==> config.mk <==
export PLATFORM = sky130hd
export DESIGN_NAME = dispatch2rs_buffered
export DESIGN_NICKNAME = d
export VERILOG_FILES = /design/src/rtl/dispatch_pkg.sv /design/src/rtl/rs_port_reg.sv /design/src/rtl/dispatch2rs_buffered.sv
export SDC_FILE = /design/constraint.sdc
export NUM_CORES = 1
export LEC_CHECK = 0
export ABC_AREA = 1
export CAP_MARGIN = 20
export CELL_PAD_IN_SITES_DETAIL_PLACEMENT = 1
export CELL_PAD_IN_SITES_GLOBAL_PLACEMENT = 2
export CORE_MARGIN = 10
export CORE_UTILIZATION = 21
export CTS_CLUSTER_DIAMETER = 30
export CTS_CLUSTER_SIZE = 20
export DETAILED_ROUTE_END_ITERATION = 6
export GPL_TIMING_DRIVEN = 0
export PLACE_DENSITY = 0.75
export SLEW_MARGIN = 5
export SYNTH_ARGS = -nofsm -noshare
export SYNTH_HDL_FRONTEND = slang
export SYNTH_SLANG_ARGS = --single-unit
export TNS_END_PERCENT = 30
==> constraint.sdc <==
create_clock -name clock -period 1.7 [get_ports clock]
set_input_delay 0.34 -clock clock [delete_from_list [all_inputs] [get_ports clock]]
set_output_delay 0.34 -clock clock [all_outputs]
set_load 0.05 [all_outputs]
==> src/rtl/dispatch_pkg.sv <==
// Shared dispatch definitions: fuType width, int-complex fuType encodings and
// the port capability lookup used by the steering logic.
package dispatch_pkg;

    localparam int FU_W = 4;
    localparam int FU_N = 1 << FU_W;

    typedef enum logic [FU_W-1:0] {
        FU_MUL = 4'd4,
        FU_DIV = 4'd5,
        FU_ALU = 4'd6,
        FU_JMP = 4'd7
    } fu_type_e;

    function automatic logic fu_match(input logic [FU_N-1:0] mask, input logic [FU_W-1:0] fu);
        return mask[fu];
    endfunction

endpackage

==> src/rtl/rs_port_reg.sv <==
// One-entry RS port output register: loads when a lane is steered here,
// otherwise drains on ready and holds its uop stable until taken.
module rs_port_reg #(
    parameter int FU_W      = 4,
    parameter int PAYLOAD_W = 64
) (
    input  logic                 clock,
    input  logic                 reset,
    input  logic                 flush,
    input  logic                 load,
    input  logic [FU_W-1:0]      load_fu,
    input  logic [PAYLOAD_W-1:0] load_payload,
    input  logic                 ready,
    output logic                 valid,
    output logic [FU_W-1:0]      fu,
    output logic [PAYLOAD_W-1:0] payload
);

    always_ff @(posedge clock) begin
        if (reset) begin
            valid   <= 1'b0;
            fu      <= '0;
            payload <= '0;
        end else begin
            // Flush wins over a same-cycle load so nothing survives a redirect.
            if (flush)      valid <= 1'b0;
            else if (load)  valid <= 1'b1;
            else if (ready) valid <= 1'b0;
            if (load && !flush) begin
                fu      <= load_fu;
                payload <= load_payload;
            end
        end
    end

endmodule

==> src/rtl/dispatch2rs_buffered.sv <==
// In-order dispatch of IN_W lanes onto OUT_W capability-filtered RS ports,
// each backed by a one-entry output register, plus a blocked-cycle counter.
module dispatch2rs_buffered
    import dispatch_pkg::*;
#(
    parameter int IN_W      = 2,
    parameter int OUT_W     = 2,
    parameter int FU_W      = dispatch_pkg::FU_W,
    parameter int PAYLOAD_W = 64,
    parameter logic [OUT_W-1:0][(1<<FU_W)-1:0] PORT_FU_MASK = {16'h00F0, 16'h00F0}
) (
    input  logic                                clock,
    input  logic                                reset,
    input  logic                                io_redirect,
    input  logic [IN_W-1:0]                     io_in_valid,
    output logic [IN_W-1:0]                     io_in_ready,
    input  logic [IN_W-1:0][FU_W-1:0]           io_in_fuType,
    input  logic [IN_W-1:0][PAYLOAD_W-1:0]      io_in_payload,
    output logic [OUT_W-1:0]                    io_out_valid,
    input  logic [OUT_W-1:0]                    io_out_ready,
    output logic [OUT_W-1:0][PAYLOAD_W-1:0]     io_out_payload,
    output logic [OUT_W-1:0][FU_W-1:0]          io_out_fuType,
    output logic [31:0]                         io_perf_blocked
);

    logic [OUT_W-1:0]                port_free;
    logic [OUT_W-1:0]                load;
    logic [OUT_W-1:0][FU_W-1:0]      load_fu;
    logic [OUT_W-1:0][PAYLOAD_W-1:0] load_payload;
    logic [IN_W-1:0]                 ready;
    logic                            blocked;
    logic                            found;
    logic [31:0]                     perf_cnt;

    assign port_free = ~io_out_valid | io_out_ready;

    // load doubles as the claimed-port vector; only accepted lanes claim.
    always_comb begin
        load         = '0;
        load_fu      = '0;
        load_payload = '0;
        ready        = '0;
        blocked      = io_redirect;
        found        = 1'b0;
        for (int i = 0; i < IN_W; i++) begin
            found = 1'b0;
            for (int p = 0; p < OUT_W; p++) begin
                if (!found && port_free[p] && !load[p] &&
                    fu_match(PORT_FU_MASK[p], io_in_fuType[i])) begin
                    found = 1'b1;
                    if (io_in_valid[i] && !blocked) begin
                        load[p]         = 1'b1;
                        load_fu[p]      = io_in_fuType[i];
                        load_payload[p] = io_in_payload[i];
                    end
                end
            end
            ready[i] = found && !blocked;
            if (io_in_valid[i] && !ready[i]) blocked = 1'b1;
        end
    end

    assign io_in_ready = ready;

    for (genvar p = 0; p < OUT_W; p++) begin : g_port
        rs_port_reg #(
            .FU_W      (FU_W),
            .PAYLOAD_W (PAYLOAD_W)
        ) u_port (
            .clock        (clock),
            .reset        (reset),
            .flush        (io_redirect),
            .load         (load[p]),
            .load_fu      (load_fu[p]),
            .load_payload (load_payload[p]),
            .ready        (io_out_ready[p]),
            .valid        (io_out_valid[p]),
            .fu           (io_out_fuType[p]),
            .payload      (io_out_payload[p])
        );
    end

    always_ff @(posedge clock) begin
        if (reset) begin
            perf_cnt <= '0;
        end else if (io_in_valid[0] && !ready[0] && !io_redirect && perf_cnt != 32'hFFFF_FFFF) begin
            perf_cnt <= perf_cnt + 32'd1;
        end
    end

    assign io_perf_blocked = perf_cnt;

endmodule

==> impl_results.md <==
* Drt first pass iters at 5
* Critical path peak fanout at 3
* Endpoints failing setup at 213
* Largest family of logic cells by synthesized area: simple AND/OR/NAND/NOR gates
* Worst EP required at 1360 ps
* Final Net Count at 1872
* Post-synth top cells: nor2_1, nand2_1, dfxtp_1
* Via density at 4.68
* Worst-Margin Slew at 701 ps
* CP arrival at 1910 ps
* Largest net degree at the start of global routing at 17
* Adder-cell share of the synthesized area at 0.144%
* CTS Hold Bufs at 0
* Via count at 10700
* Most frequent cell after synthesis: nor2_1
* Kind of critical path: flip-flop to primary output
* Fin. Hold Viols at 0
* Antenna-violating nets left at 0
* First-pass GRT wire length at 71200 um
* Final worst slack at -554 ps
* Cts bufs inserted at 17
* Number of global-route vias before repair at 11200
* Post-DP HPWL at 36300 um
* Setup_tns at -41440 ps
* Power per cell area at 704 mW/mm^2
* Fraction of layout cells with a size suffix above 1 at between 20% and 30%
* CP Launch Type: flip-flop
* Synthesis Warnings at 0
* Post-Syn Instances at 1343
* Final RePlAce weighted congestion at 0.821
* Syn nets at approximately 1500
* DRC viols at 0
* Tcrit/Tclk final at 133%
* Synth area leaders: dfxtp_1, nor2_1, nand2_1
* DR iter-0 viols at 399
* Cell area after synthesis at 0.00870 mm^2
* Unique masters post-synth at 27
* Clk_lat worst skew at 510 ps
* Initial antenna violation count at 13
* Seq cells post-synth at 170
* PortBufs at 313
* Total power at 10.5 mW
* Cell Rows at 74
* VDD IR max at roughly 740 uV
* Fin. max-slew vios at 0
* GRT overflow at 0
* Slew HR at 53.3%
* Synth Area in Compound Gates at under 10%
* Max-cap violations at 0
* RSZ-0062 raised after global routing: yes
* Type of the worst min-delay path: primary input to flip-flop
* Sequential share of the synthesized area at between 30% and 40%
* Total routed wirelength at 48100 um
* Post-synthesis xor/xnor area fraction at 1.31%
* Synth top area share at 39.1%
* Wire per inst at 21.1 um
* Fin crit period at 2250 ps
* Initial core utilization at about a fifth
* CTS root buf: clkbuf_16
* Clock-pin transition on the worst setup and hold timing paths at roughly 60 ps
* Max Root-Sink Buffers at 2
* Area grow syn2layout at 71.1%
* Worst reg-to-reg path cell count at 15
* Status: finished, violations left
* Top FF cell, synth: dfxtp_1
* Failing checks: negative setup slack
* FMAX at 444 MHz
* # IOs at 315
* Depth of the worst hold-timing path at 4
* Hold WS at 297 ps
* Core ar. at 0.0409 mm^2
* Fillers at between 5000 and 6000
* Number of enable flip-flop cells after synthesis at 0
* Post-synthesis mux area share at 0%
* CTS tree: yes
* Die W at about 220 um
* Clock Skew at 17.8 ps
* Total track usage at 18.7%
* Die area at roughly 0.050 mm^2
* Yosys top cell by area: dfxtp_1
* Die Y at 224 um
* Post-synthesis simple-gate area fraction at 45.6%
* Leakage at 7.12 nW
* Setup crit end kind: primary output
* Avg Cell Area, Syn at roughly 6.5 um^2
* Clock tree sinks at 170
* Post-synth ARST share at 0%
* CTS H-Tree Depth at 4
[layout make-up]
class / count / area [um^2] / area share [%]
inverter: 57 / 234 / 1.57
multi-input combinational: 1019 / 5140 / 34.5
buffer: 94 / 846 / 5.68
tap: 532 / 666 / 4.47
sequential: 170 / 3460 / 23.2
clock inverter: 9 / 156 / 1.05
antenna: 6 / 15.0 / 0.101
timing repair buffer: 369 / 3860 / 25.9
clock buffer: 23 / 510 / 3.43
[worst paths after layout]
path	startpoint	endpoint	slack, ps
worst max-delay path	g_port[1].u_port.valid$_SDFFE_PP0P_	io_in_ready[1]	-550
worst min-delay path	io_redirect	g_port[1].u_port.valid$_SDFFE_PP0P_	300
worst max register to register	g_port[1].u_port.valid$_SDFFE_PP0P_	g_port[1].u_port.payload[45]$_SDFFE_PP0P_	-290
worst min register to register	g_port[0].u_port.fu[3]$_SDFFE_PP0P_	g_port[0].u_port.fu[3]$_SDFFE_PP0P_	440
[state kept, by name (all words and copies together), names as in the netlist]
signal / flops
g_port.u_port.payload: 128
g_port.u_port.valid: 2
io_perf_blocked: 32
g_port.u_port.fu: 8
[cells in the final DEF (no fill, tap or decap), types with 35 or more instances in the layout]
| master | instances |
|---|---|
| buf_4 | 39 |
| clkbuf_2 | 47 |
| clkdlybuf4s15_2 | 35 |
| clkdlybuf4s50_1 | 185 |
| dfxtp_1 | 140 |
| dlymetal6s2s_1 | 53 |
| inv_1 | 47 |
| nand2_1 | 292 |
| nand3_1 | 48 |
| nand3b_1 | 64 |
| nand4_1 | 74 |
| nor2_1 | 268 |
| nor3_1 | 72 |
| o21ai_0 | 75 |
[what timing repair did]
action | CTS | global route
gates resized for setup | 333 | 203
pin swaps | 69 | 32
endpoints found under the setup margin | 342 | 307
setup buffers | 30 | 15
gates cloned | 8 | 3
[through the flow]
step	utilization, %	cells	setup WS (ps)	instance area [um^2]
finish	36.4	2279	-554	14900
global route	36.4	2277	-652	14900
CTS	35.3	2255	-642	14500
detailed placement	30.8	2188	-2080	12600
global placement	30.8	2188	-2060	12600
floorplan	-	1343	-20.7	8820
[metal layers]
layer / share of wire [%] / wire, um / track usage (%) / vias up
li1: - / - / - / 5184
met1: 42 / 20200 / 21.7 / 5152
met2: 48 / 23200 / 30.8 / 254
met3: 7.5 / 3630 / 7.40 / 53
met4: 2.1 / 992 / 6.52 / 12
met5: 0.17 / 84 / 0 / -
[critical path, cell delays in order (launching register included)]
cell,delay (ps)
dfxtp_2,360
inv_2,50
nor2_4,180
buf_6,140
nor2_4,30
nand2_4,70
nor2_4,40
buf_8,110
buf_8,110
o21ai_4,130
inv_4,50
buf_12,140
[logic make-up (layout without fill, tap and decap cells)]
group | Yosys count | count (layout)
flops | 170 | 170
compound gates | 111 | 111
xor+xnor | 13 | 13
fa+ha+maj | 1 | 1
buf+inv | 154 | 552
simple gates | 894 | 894
other cells | 0 | 6
[power by group]
part | total [mW] | internal, mW | switching [mW]
combinational | 1.76 | 0.699 | 1.06
clock | 4.59 | 2.71 | 1.88
sequential | 4.14 | 4.08 | 0.0642
total | 10.5 | 7.49 | 3.01
Note: power is estimated with default switching activity, not from simulation.
